===== src/rtl/apb_bridge.sv =====
// apb_bridge
// Single-master APB requester in front of the timer peripheral. Converts the
// core's valid/ready load/store requests into two-phase APB transfers
// (SETUP then ACCESS), waits on pready and returns read data or an error.
// Requests outside the peripheral window, and transfers whose slave never
// raises pready within TIMEOUT ACCESS cycles, complete with rsp_err = 1 so
// the core never hangs.
//
// Ports:
//   sys_clk, sys_rst_n        clock (rising edge) and synchronous active-low reset
//   req_valid/req_ready       core request handshake
//   req_write/req_addr/req_wdata  request direction, byte address, write data
//   rsp_valid/rsp_rdata/rsp_err   one-cycle response pulse with data and error
//   busy                      high whenever the bridge is not idle
//   tim_psel/tim_penable/tim_paddr/tim_pwrite/tim_pwdata  APB request side
//   tim_prdata/tim_pready     APB completion side (pready may be combinational)
module apb_bridge #(
  parameter logic [31:0] ADDR_BASE      = 32'h1000_0000,
  parameter int          ADDR_SIZE_LOG2 = 12,
  parameter int          TIMEOUT        = 16
) (
  input  logic        sys_clk,
  input  logic        sys_rst_n,
  input  logic        req_valid,
  input  logic        req_write,
  input  logic [31:0] req_addr,
  input  logic [31:0] req_wdata,
  output logic        req_ready,
  output logic        rsp_valid,
  output logic [31:0] rsp_rdata,
  output logic        rsp_err,
  output logic        busy,
  output logic        tim_psel,
  output logic        tim_penable,
  output logic [31:0] tim_paddr,
  output logic        tim_pwrite,
  output logic [31:0] tim_pwdata,
  input  logic [31:0] tim_prdata,
  input  logic        tim_pready
);

  // The counter must be able to hold TIMEOUT itself; at least one bit wide.
  localparam int CNT_W = (TIMEOUT < 1) ? 1 : $clog2(TIMEOUT + 1);
  localparam logic [CNT_W:0] CNT_ONE = (CNT_W + 1)'(1);
  localparam logic [CNT_W:0] TO_LIM  = (CNT_W + 1)'(TIMEOUT);

  typedef enum logic [1:0] {
    IDLE   = 2'd0,
    SETUP  = 2'd1,
    ACCESS = 2'd2,
    RESP   = 2'd3
  } state_t;

  state_t           state_q, state_d;
  logic             req_ready_q, req_ready_d;
  logic             rsp_valid_q, rsp_valid_d;
  logic [31:0]      rsp_rdata_q, rsp_rdata_d;
  logic             rsp_err_q, rsp_err_d;
  logic             busy_q, busy_d;
  logic             psel_q, psel_d;
  logic             penable_q, penable_d;
  logic [31:0]      paddr_q, paddr_d;
  logic             pwrite_q, pwrite_d;
  logic [31:0]      pwdata_q, pwdata_d;
  logic [CNT_W-1:0] cnt_q, cnt_d;

  logic             addr_hit;
  logic [CNT_W:0]   cnt_inc;
  logic             timeout_hit;

  assign addr_hit = ((req_addr >> ADDR_SIZE_LOG2) == (ADDR_BASE >> ADDR_SIZE_LOG2));

  // cnt_inc is the number of pready-low ACCESS cycles including the current
  // one; reaching TIMEOUT means this cycle is the last one allowed.
  assign cnt_inc     = {1'b0, cnt_q} + CNT_ONE;
  assign timeout_hit = (TIMEOUT != 0) && (cnt_inc == TO_LIM);

  always_comb begin
    state_d     = state_q;
    req_ready_d = req_ready_q;
    rsp_valid_d = 1'b0;
    rsp_rdata_d = rsp_rdata_q;
    rsp_err_d   = rsp_err_q;
    busy_d      = busy_q;
    psel_d      = psel_q;
    penable_d   = penable_q;
    paddr_d     = paddr_q;
    pwrite_d    = pwrite_q;
    pwdata_d    = pwdata_q;
    cnt_d       = cnt_q;

    case (state_q)
      IDLE: begin
        if (req_valid) begin
          req_ready_d = 1'b0;
          busy_d      = 1'b1;
          if (addr_hit) begin
            // APB request fields only change on a transfer that will use them.
            state_d  = SETUP;
            psel_d   = 1'b1;
            paddr_d  = req_addr;
            pwrite_d = req_write;
            pwdata_d = req_wdata;
          end else begin
            // Decode miss: answer immediately, never touch the bus.
            state_d     = RESP;
            rsp_valid_d = 1'b1;
            rsp_err_d   = 1'b1;
            rsp_rdata_d = 32'h0;
          end
        end
      end

      SETUP: begin
        state_d   = ACCESS;
        penable_d = 1'b1;
        cnt_d     = '0;
      end

      ACCESS: begin
        if (tim_pready) begin
          // pready takes priority over a timeout landing in the same cycle.
          state_d     = RESP;
          psel_d      = 1'b0;
          penable_d   = 1'b0;
          rsp_valid_d = 1'b1;
          rsp_err_d   = 1'b0;
          rsp_rdata_d = pwrite_q ? 32'h0 : tim_prdata;
        end else begin
          // Saturate rather than wrap when the timeout is disabled.
          if (!(&cnt_q)) begin
            cnt_d = cnt_inc[CNT_W-1:0];
          end
          if (timeout_hit) begin
            state_d     = RESP;
            psel_d      = 1'b0;
            penable_d   = 1'b0;
            rsp_valid_d = 1'b1;
            rsp_err_d   = 1'b1;
            rsp_rdata_d = 32'h0;
          end
        end
      end

      RESP: begin
        state_d     = IDLE;
        req_ready_d = 1'b1;
        busy_d      = 1'b0;
      end

      default: begin
        state_d     = IDLE;
        req_ready_d = 1'b1;
        busy_d      = 1'b0;
        psel_d      = 1'b0;
        penable_d   = 1'b0;
      end
    endcase
  end

  always_ff @(posedge sys_clk) begin
    if (!sys_rst_n) begin
      state_q     <= IDLE;
      req_ready_q <= 1'b1;
      rsp_valid_q <= 1'b0;
      rsp_rdata_q <= 32'h0;
      rsp_err_q   <= 1'b0;
      busy_q      <= 1'b0;
      psel_q      <= 1'b0;
      penable_q   <= 1'b0;
      paddr_q     <= 32'h0;
      pwrite_q    <= 1'b0;
      pwdata_q    <= 32'h0;
      cnt_q       <= '0;
    end else begin
      state_q     <= state_d;
      req_ready_q <= req_ready_d;
      rsp_valid_q <= rsp_valid_d;
      rsp_rdata_q <= rsp_rdata_d;
      rsp_err_q   <= rsp_err_d;
      busy_q      <= busy_d;
      psel_q      <= psel_d;
      penable_q   <= penable_d;
      paddr_q     <= paddr_d;
      pwrite_q    <= pwrite_d;
      pwdata_q    <= pwdata_d;
      cnt_q       <= cnt_d;
    end
  end

  assign req_ready   = req_ready_q;
  assign rsp_valid   = rsp_valid_q;
  assign rsp_rdata   = rsp_rdata_q;
  assign rsp_err     = rsp_err_q;
  assign busy        = busy_q;
  assign tim_psel    = psel_q;
  assign tim_penable = penable_q;
  assign tim_paddr   = paddr_q;
  assign tim_pwrite  = pwrite_q;
  assign tim_pwdata  = pwdata_q;

endmodule


===== config.mk =====
export PLATFORM = sky130hd
export DESIGN_NAME = apb_bridge
export DESIGN_NICKNAME = d
export VERILOG_FILES = /design/src/rtl/apb_bridge.sv
export SDC_FILE = /design/constraint.sdc
export NUM_CORES = 1
export LEC_CHECK = 0
export ABC_AREA = 1
export CAP_MARGIN = 40
export CORE_MARGIN = 2
export CORE_UTILIZATION = 44
export CTS_BUF_LIST = sky130_fd_sc_hd__clkbuf_8
export DETAILED_ROUTE_END_ITERATION = 12
export GPL_TIMING_DRIVEN = 0
export PLACE_DENSITY = 0.85
export SYNTH_ARGS = -nofsm -noshare
export SYNTH_HDL_FRONTEND = slang
export SYNTH_SLANG_ARGS = --single-unit

===== constraint.sdc =====
create_clock -name sys_clk -period 4.65 [get_ports sys_clk]
set_input_delay 0.465 -clock sys_clk [delete_from_list [all_inputs] [get_ports sys_clk]]
set_output_delay 0.465 -clock sys_clk [all_outputs]
set_load 0.05 [all_outputs]

==> impl_metrics.py, run 1 <==
metrics = {
    "timing": {
        "setup_viol_count_final": 0,
        "finClkSkew_ns": 0.0119,
        "grt_setup_unrepaired": "false",
        "tns_ns": 0,
        "hold_slack_ns": 0.452,
        "worst_pin_slew_ns": 0.592,
        "period_minus_slack_ns": 2.13,
        "max_freq_mhz": 469,
        "finalCritPeriodShare_pct": 45.9,
        "setup_ws_ns": 2.52,
        "hold_violations": 0,
        "slew_viol_final": 0,
        "slew_headroom_pct": 60.6,
    },
    "synth": {
        "netlist_instances": 605,
        "synth_top_area_share_pct": 49.2,
        "synth_xor_area_share_pct": 0,
        "synth-seq-cells": 110,
        "syn-cell-area_um2": 4480,
        "synth.net_count": 711,
        "yosys_warnings": 0,
        "synth_top_family_by_area": "simple AND/OR/NAND/NOR gates",
        "ys_seq_area_share_pct": 49.2,
        "synth_compound_area_share_pct": 12.0,
        "synthMuxAreaShare_pct": 0,
        "syn_avg_cell_area_um2": 7.40,
        "synth_cell_types": 24,
        "synth_area_leaders": "dfxtp_1 49%, inv_1 8.1%, nor2_1 7.8%",
        "synth_area_leader_cell": "dfxtp_1",
        "synth-simple-area-share_pct": 24.5,
        "synth_adder_area_share_pct": 1.40,
    },
    "detailed_routing": {
        "firstDrtPassIters": 4,
        "route.detailed.drc": 0,
        "wl_um": 13100,
        "wl_per_cell_um": 13.7,
        "ant_nets": 0,
        "vias_per_cell": 4.81,
        "drt_iter0_drc": 203,
        "vias": 4600,
    },
    "grt": {
        "grt_start_max_net_pins": 20,
        "antenna_found_initial": 0,
        "grt.total_usage_pct": 23.3,
        "grt_pass1_vias": 4576,
        "grt_first_pass_wirelength_um": 20900,
        "overflow": 0,
    },
    "cells_and_area": {
        "fin_cells": 956,
        "layout_commonest_cell": "clkdlybuf4s50_1",
        "drive_gt1_share_pct": 4.86,
        "diodes": 0,
        "syn_to_final_growth_pct": 53.5,
        "nNetsFinal": 924,
        "mostFrequentLayoutCells": "202 x clkdlybuf4s50_1, 110 x dfxtp_1, 98 x inv_1",
    },
    "cts": {
        "cts-root-buf": "clkbuf_8",
        "ctsHoldBuffers": 0,
        "cts_tree": "done",
        "post_cts_buffers": 0,
        "cts_buffer_depth": 2,
        "path_clk_slew_ns": 0.10,
        "clock_sinks": 110,
        "cts_made_buffers": 9,
        "ctsResizeCount": 0,
        "htree_levels": 3,
        "clkLatencyLatePin_ns": 0.37,
    },
    "min_path": {
        "holdPathStages": 2,
        "hp-class": "flip-flop to flip-flop",
        "hold_end": "tim_pwdata[31]",
        "min_from": "tim_pwdata[31]",
    },
    "setup_path": {
        "reg2reg_slack_ns": 2.52,
        "cp_slowest_cell": "dfxtp_1",
        "crit_required_ns": 4.92,
        "crit_chain": "ha_1 > inv_1 > nor3_1 > ha_1 > nand3_1 > nor2_1 > nand2_2 > nand3_4 > buf_6 > buf_2 > nand4_1 > nand2_1 > nor2_1",
        "end_kind": "flip-flop",
        "r2r-end": "rsp_rdata[10]",
        "reg2reg_from": "cnt_q[0]",
        "max_stage_delay_ns": 0.36,
        "crit_fanout": 10,
        "cp_top_family": "simple AND/OR/NAND/NOR gates",
        "critical_path_class": "flip-flop to flip-flop",
        "crit_arrival_ns": 2.40,
        "rr_worst_depth": 13,
        "cp_num_buf_inv": 3,
        "start_kind": "flip-flop",
    },
    "run": {
        "max_cap_violations": 0,
    },
    "power_and_ir_drop": {
        "ir_drop_v": 0.000348,
        "power.density_nw_per_um2": 547,
        "switching_share_pct": 44.9,
        "intPower_uw": 2070,
        "seq_power_share_pct": 32.4,
        "power_leakage_uw": 0.00283,
        "p_clk_share_pct": 15.8,
        "comb_power_share_pct": 51.7,
        "switchingPower_uw": 1690,
    },
    "placement": {
        "place_congestion": 0.839,
        "place_ws_ns": 2.36,
        "dpl.hpwl_um": 10200,
        "port_buffers": 202,
        "placedCellCount": 940,
    },
    "floorplan": {
        "die_w_um": 105,
        "io_pins": 204,
        "initial_core_util_pct": 45.6,
        "core_um2": 9820,
        "fp.dieArea_um2": 11000,
        "rows": 36,
        "die_y_um": 105,
    },
    "run_status": {
        "status": "finished, final reports clean",
    },
}
-- logic make-up after synthesis --
kind of cell	Yosys count
flip-flops	110
adder cells (fa/ha/maj)	5
AND/OR/NAND/NOR	248
buffers and inverters	135
AO/OA/AOI/OAI	107
-- cells in the mapped netlist (all sizes together) --
| cell | n |
|---|---|
| nand2 | 93 |
| clkbuf | 16 |
| nand3 | 28 |
| dfxtp | 110 |
| ha | 5 |
| a221oi | 1 |
| a21oi | 55 |
| or2 | 2 |
| nor3 | 2 |
| o21ai | 51 |
| inv | 98 |
| nor2 | 95 |
| buf | 21 |
| nand4 | 28 |
-- layer usage --
layer / GRT usage, % / vias up / wire length (um)
li1: - / 2319 / -
met1: 24.7 / 2078 / 5090
met2: 42.9 / 188 / 6550
met3: 8.61 / 15 / 1260
met4: 7.05 / 0 / 202
met5: 0 / - / 0
-- metrics by stage --
step           instance area [um^2]  power, uW  utilization [%]
5_1_grt                        6870       3980             70.0
3_3_place_gp                   6670       3130             67.9
3_5_place_dp                   6670       3180             67.9
6_report                       6870       3760             70.0
2_1_floorplan                  4480       2590                -
4_1_cts                        6870       3780             70.0
-- final cells by class --
type	instances	area, um^2
clock inverter	7	85.1
multi-input combinational	360	1700
fill	803	2950
clock buffer	9	124
sequential	110	2200
buffer	37	208
tap	133	166
timing repair buffer	202	2020
inverter	98	368
-- power groups by stage --
stage | clock network (uW) | logic, uW | registers, uW
2_1_floorplan | 0 | 784 | 1800
3_3_place_gp | 0 | 1900 | 1230
3_5_place_dp | 0 | 1940 | 1240
4_1_cts | 607 | 1950 | 1220
5_1_grt | 645 | 2100 | 1230
6_report | 595 | 1940 | 1220
-- worst min-delay path, cell delays in order (launching register included) --
cell     delay [ns]
dfxtp_1        0.32
inv_1          0.05
a21oi_1        0.05
-- worst max path at each step --
stage	start	endpoint	slack, ns	cells past startpoint
after CTS	cnt_q[0]	rsp_rdata[10]	2.51	13
after global routing	cnt_q[0]	rsp_rdata[10]	2.34	13
after detailed placement	req_addr[15]	tim_pwdata[9]	2.36	8
after global placement	req_addr[15]	tim_paddr[7]	2.37	8
final	cnt_q[0]	rsp_rdata[10]	2.52	13
after floorplan	cnt_q[0]	rsp_rdata[10]	2.77	13
-- flip-flops by register name, summed over array words and instances (netlist names) --
name and count:
tim_pwrite 1, tim_pwdata 32, req_ready 1, tim_psel 1
cnt_q 5, rsp_rdata 32, busy 1, tim_paddr 32
tim_penable 1, state_q 2, rsp_err 1, rsp_valid 1
(Power assumes the default switching activity.)
==> run 2: changes to the inputs <==
Settings changed: CORE_UTILIZATION 44 to 39, PLACE_DENSITY 0.85 to 0.8.
Clock period 4.65 ns to 1.8 ns, I/O delays scaled along.
==> impl_metrics.py, run 2 (synthesis gave the netlist of run 1 again) <==
metrics = {
    "run_status": {
        "status": "finished, violations left",
        "violations": "negative setup slack",
    },
    "detailed_routing": {
        "wl_um": 13100,
        "vias_per_cell": 4.72,
        "ant_nets": 0,
        "wl_per_cell_um": 13.4,
        "firstDrtPassIters": 4,
        "drt_iter0_drc": 312,
        "vias": 4638,
        "route.detailed.drc": 0,
    },
    "setup_path": {
        "end_kind": "flip-flop",
        "cp_slowest_cell": "dfxtp_2",
        "critPathMostFrequentCell": "nor2_1",
        "crit_fanout": 7,
        "max_stage_delay_ns": 0.35,
        "start_kind": "flip-flop",
        "crit_arrival_ns": 2.18,
        "cp_top_family": "simple AND/OR/NAND/NOR gates",
        "critical_path_class": "flip-flop to flip-flop",
        "crit_required_ns": 2.10,
        "crit_chain": "ha_4 > inv_2 > nor3_2 > ha_1 > nand3_1 > nor2_1 > nand2_2 > nand3_4 > nand2_4 > nor2_8 > buf_8 > nor2_1 > nor2_1",
        "cp_num_buf_inv": 2,
    },
    "grt": {
        "grt_pass1_vias": 4465,
        "grt_start_max_net_pins": 17,
        "grt.total_usage_pct": 21.1,
        "overflow": 0,
        "antenna_found_initial": 0,
        "grt_first_pass_wirelength_um": 21400,
    },
    "timing": {
        "finalCritPeriodShare_pct": 105,
        "finClkSkew_ns": 0.00725,
        "slew_viol_final": 0,
        "setup_viol_count_final": 35,
        "max_freq_mhz": 531,
        "slew_headroom_pct": 56.8,
        "tns_ns": -1.74,
        "setup_ws_ns": -0.0843,
        "grt_setup_unrepaired": "true",
        "period_minus_slack_ns": 1.88,
        "hold_violations": 0,
        "worst_pin_slew_ns": 0.648,
    },
    "cts": {
        "cts-root-buf": "clkbuf_8",
        "cts_buffer_depth": 2,
        "cts_tree": "done",
        "path_clk_slew_ns": 0.10,
        "clock_sinks": 110,
        "cts_made_buffers": 9,
        "clkLatencyLatePin_ns": 0.36,
        "htree_levels": 3,
    },
    "cells_and_area": {
        "diodes": 0,
        "nNetsFinal": 943,
        "fillCellCount": 997,
        "drive_gt1_share_pct": 12.5,
        "syn_to_final_growth_pct": 61.3,
        "fin_cells": 983,
        "mostFrequentLayoutCells": "194 x clkdlybuf4s50_1, 106 x dfxtp_1, 96 x inv_1",
        "layout_commonest_cell": "clkdlybuf4s50_1",
    },
    "power_and_ir_drop": {
        "intPower_uw": 5770,
        "switchingPower_uw": 4590,
        "p_clk_share_pct": 13.7,
        "ir_drop_v": 0.00136,
        "power.density_nw_per_um2": 1430,
        "switching_share_pct": 44.3,
        "power_leakage_uw": 0.00308,
        "comb_power_share_pct": 55.5,
        "seq_power_share_pct": 30.7,
    },
    "floorplan": {
        "fp.dieArea_um2": 12400,
        "initial_core_util_pct": 39.5,
        "die_y_um": 111,
        "die_w_um": 111,
        "core_um2": 11300,
        "rows": 39,
        "io_pins": 204,
    },
    "min_path": {
        "hp-class": "primary input to flip-flop",
    },
    "placement": {
        "port_buffers": 202,
        "placedCellCount": 950,
        "dpl.hpwl_um": 9490,
        "place_congestion": 0.816,
    },
    "run": {
        "max_cap_violations": 0,
    },
}
run 2: cell types whose count changed in the layout (fill, tap and decap cells not counted), moves of 8 or more:
cell             before  now
nor2_1               93   70
nor2_2                1   18
buf_4                 4   17
clkbuf_1             16    7
clkdlybuf4s50_1     202  194
o21ai_0              51   43
o21ai_1               0    8
run 2: per-layer routing:
metal	vias to the layer above	part of all wire (%)	track usage, %
met5	-	0	0
met4	0	0.98	6.17
met3	10	10	8.37
met2	185	47	35.8
met1	2083	42	24.8
li1	2360	-	-
run 2: final cells by class:
cell class,count,area [um^2],area share (%)
sequential,110,2210,30.6
timing repair buffer,221,2200,30.5
multi-input combinational,360,1850,25.6
inverter,98,368,5.09
buffer,37,241,3.34
tap,143,179,2.48
clock buffer,9,124,1.71
clock inverter,5,52.6,0.728
run 2: path summary, 6_finish.rpt:
check / start / to / slack [ns] / cells after the start
setup / recovery: cnt_q[1] / rsp_rdata[30] / -0.08 / 13
hold / removal: sys_rst_n / tim_pwdata[4] / 0.20 / 3
setup reg to reg: cnt_q[1] / rsp_rdata[30] / -0.08 / 13
hold reg to reg: tim_pwdata[0] / tim_pwdata[0] / 0.45 / 2
run 2: tightest hold or removal path, delay by kind of cell:
family          cells  cell delay, ns
buf+inv             1            0.18
compound gates      2            0.16
run 2: per-stage QoR:
stage	utilization, %	power (uW)	hold slack [ns]	area, um^2	worst slack, ns
finish	63.8	10400	0.204	7220	-0.0843
global route	63.8	11000	0.198	7220	-0.209
CTS	62.6	10000	0.180	7080	-0.0670
detailed placement	59.1	8170	0.435	6690	-0.290
global placement	59.1	8120	0.431	6690	-0.287
floorplan	-	6690	0.373	4490	-0.00662
run 2: timing repair:
item                                    4_1_cts  5_1_grt
pin swaps                                    29       14
gates resized for setup                      42       44
cloned                                        4        0
hold buffers                                  0        0
setup buffers                                12        3
endpoints found under the setup margin       90       83
run 2: power by group through the flow:
stage / registers, uW / logic, uW / clock network, uW
after floorplan: 4660 / 2030 / 0
after CTS: 3160 / 5420 / 1460
after global placement: 3170 / 4940 / 0
after detailed placement: 3200 / 4970 / 0
final: 3190 / 5750 / 1420
after global routing: 3250 / 6150 / 1590
==> run 3: changes to the inputs <==
Settings changed: TNS_END_PERCENT set to 50.
==> impl_metrics.py, run 3 (synthesis gave the netlist of run 1 again) <==
metrics = {
    "floorplan": {
        "io_pins": 204,
        "die_w_um": 111,
        "initial_core_util_pct": 39.5,
        "die_y_um": 111,
        "core_um2": 11300,
        "fp.dieArea_um2": 12400,
        "rows": 39,
    },
    "detailed_routing": {
        "wl_per_cell_um": 13.3,
        "vias_per_cell": 4.70,
        "route.detailed.drc": 0,
        "ant_nets": 0,
        "vias": 4624,
        "firstDrtPassIters": 5,
        "wl_um": 13100,
        "drt_iter0_drc": 308,
    },
    "timing": {
        "finalCritPeriodShare_pct": 104,
        "setup_viol_count_final": 34,
        "hold_slack_ns": 0.203,
        "hold_violations": 0,
        "finClkSkew_ns": 0.00680,
        "tns_ns": -1.49,
        "period_minus_slack_ns": 1.86,
        "slew_headroom_pct": 59.2,
        "slew_viol_final": 0,
        "grt_setup_unrepaired": "true",
        "setup_ws_ns": -0.0635,
        "worst_pin_slew_ns": 0.612,
        "max_freq_mhz": 537,
    },
    "setup_path": {
        "start_kind": "flip-flop",
        "crit_required_ns": 2.06,
        "max_stage_delay_ns": 0.35,
        "cp_slowest_cell": "dfxtp_2",
        "crit_arrival_ns": 2.12,
        "crit_fanout": 5,
        "crit_chain": "ha_4 > inv_2 > nor3_2 > ha_1 > nand3_1 > nor2_1 > nand2_2 > nand3_4 > buf_4 > nand3_4 > buf_4 > nor2_1 > nor2_1",
        "end_kind": "flip-flop",
        "critical_path_class": "flip-flop to flip-flop",
        "critPathMostFrequentCell": "nor2_1",
    },
    "cts": {
        "path_clk_slew_ns": 0.10,
        "cts_made_buffers": 9,
        "ctsHoldBuffers": 0,
        "cts_buffer_depth": 2,
        "cts_tree": "done",
        "cts-root-buf": "clkbuf_8",
        "clkLatencyLatePin_ns": 0.36,
        "clock_sinks": 110,
        "htree_levels": 3,
    },
    "grt": {
        "antenna_found_initial": 0,
        "grt_first_pass_wirelength_um": 21300,
        "grt_pass1_vias": 4450,
        "grt_start_max_net_pins": 17,
        "grt.total_usage_pct": 21.0,
        "overflow": 0,
    },
    "min_path": {
        "hp-class": "primary input to flip-flop",
    },
    "cells_and_area": {
        "fin_util_pct": 63.3,
        "fillCellCount": 998,
        "nNetsFinal": 943,
        "mostFrequentLayoutCells": "199 x clkdlybuf4s50_1, 106 x dfxtp_1, 96 x inv_1",
        "drive_gt1_share_pct": 11.4,
        "layout_commonest_cell": "clkdlybuf4s50_1",
        "diodes": 0,
        "syn_to_final_growth_pct": 60.0,
    },
    "placement": {
        "dpl.hpwl_um": 9490,
        "place_congestion": 0.816,
        "port_buffers": 202,
    },
    "run_status": {
        "status": "finished, violations left",
        "violations": "negative setup slack",
    },
    "power_and_ir_drop": {
        "ir_drop_v": 0.00138,
        "power_leakage_uw": 0.00299,
        "power.density_nw_per_um2": 1420,
    },
    "run": {
        "max_cap_violations": 0,
    },
}
-- run 3: changes by cell type in the layout (fill, tap and decap cells not counted), sizes merged --
cell / before / now
buf: 40 / 41
clkdlybuf4s50: 194 / 199
dlymetal6s2s: 7 / 2
clkbuf: 25 / 24
-- run 3: per-stage QoR --
step                      worst slack, ns  power, uW  cells  area [um^2]
after CTS                         -0.0670       9980    979         7060
after global routing               -0.214      10800    983         7160
after global placement             -0.287       8120    950         6690
after floorplan                  -0.00662       6690    605         4490
final                             -0.0635      10200    983         7160
after detailed placement           -0.290       8170    950         6690
-- run 3: worst paths after layout --
kind	start	to	slack, ns	cells after the start
worst max register to register	cnt_q[1]	rsp_rdata[4]	-0.06	13
worst min-delay path	sys_rst_n	tim_pwdata[4]	0.20	3
worst min register to register	tim_pwdata[0]	tim_pwdata[0]	0.45	2
worst max-delay path	cnt_q[1]	rsp_rdata[4]	-0.06	13
-- run 3: critical path: cells and delay by family, from the launching register on --
kind	cells	cell delay, ns
fa+ha+maj	2	0.45
buf+inv	3	0.36
flops	1	0.35
simple gates	8	0.62
-- run 3: metal layers --
metal | vias to the layer above | wire, um | track usage [%]
met5 | - | 0 | 0
met4 | 0 | 129 | 6.17
met3 | 10 | 1420 | 8.37
met2 | 196 | 6130 | 35.7
met1 | 2058 | 5390 | 24.6
li1 | 2360 | - | -
-- run 3: final cells by class --
class	instances	area [um^2]	area share, %
tap	143	179	2.50
multi-input combinational	360	1810	25.2
timing repair buffer	221	2190	30.5
clock buffer	9	124	1.73
clock inverter	5	52.6	0.734
buffer	37	240	3.35
inverter	98	368	5.14
sequential	110	2210	30.8
-- run 3: power breakdown --
part / leakage, uW / internal [uW] / switching (uW)
logic: 0.00200 / 2170 / 3420
registers: 0.000895 / 2900 / 271
clock network: 0.0000907 / 622 / 797
-- run 3: what timing repair did --
item / CTS / global route
pin swaps: 29 / 11
resized for setup: 37 / 29
cloned: 3 / 1
setup buffers: 12 / 3
setup endpoints to repair: 90 / 103
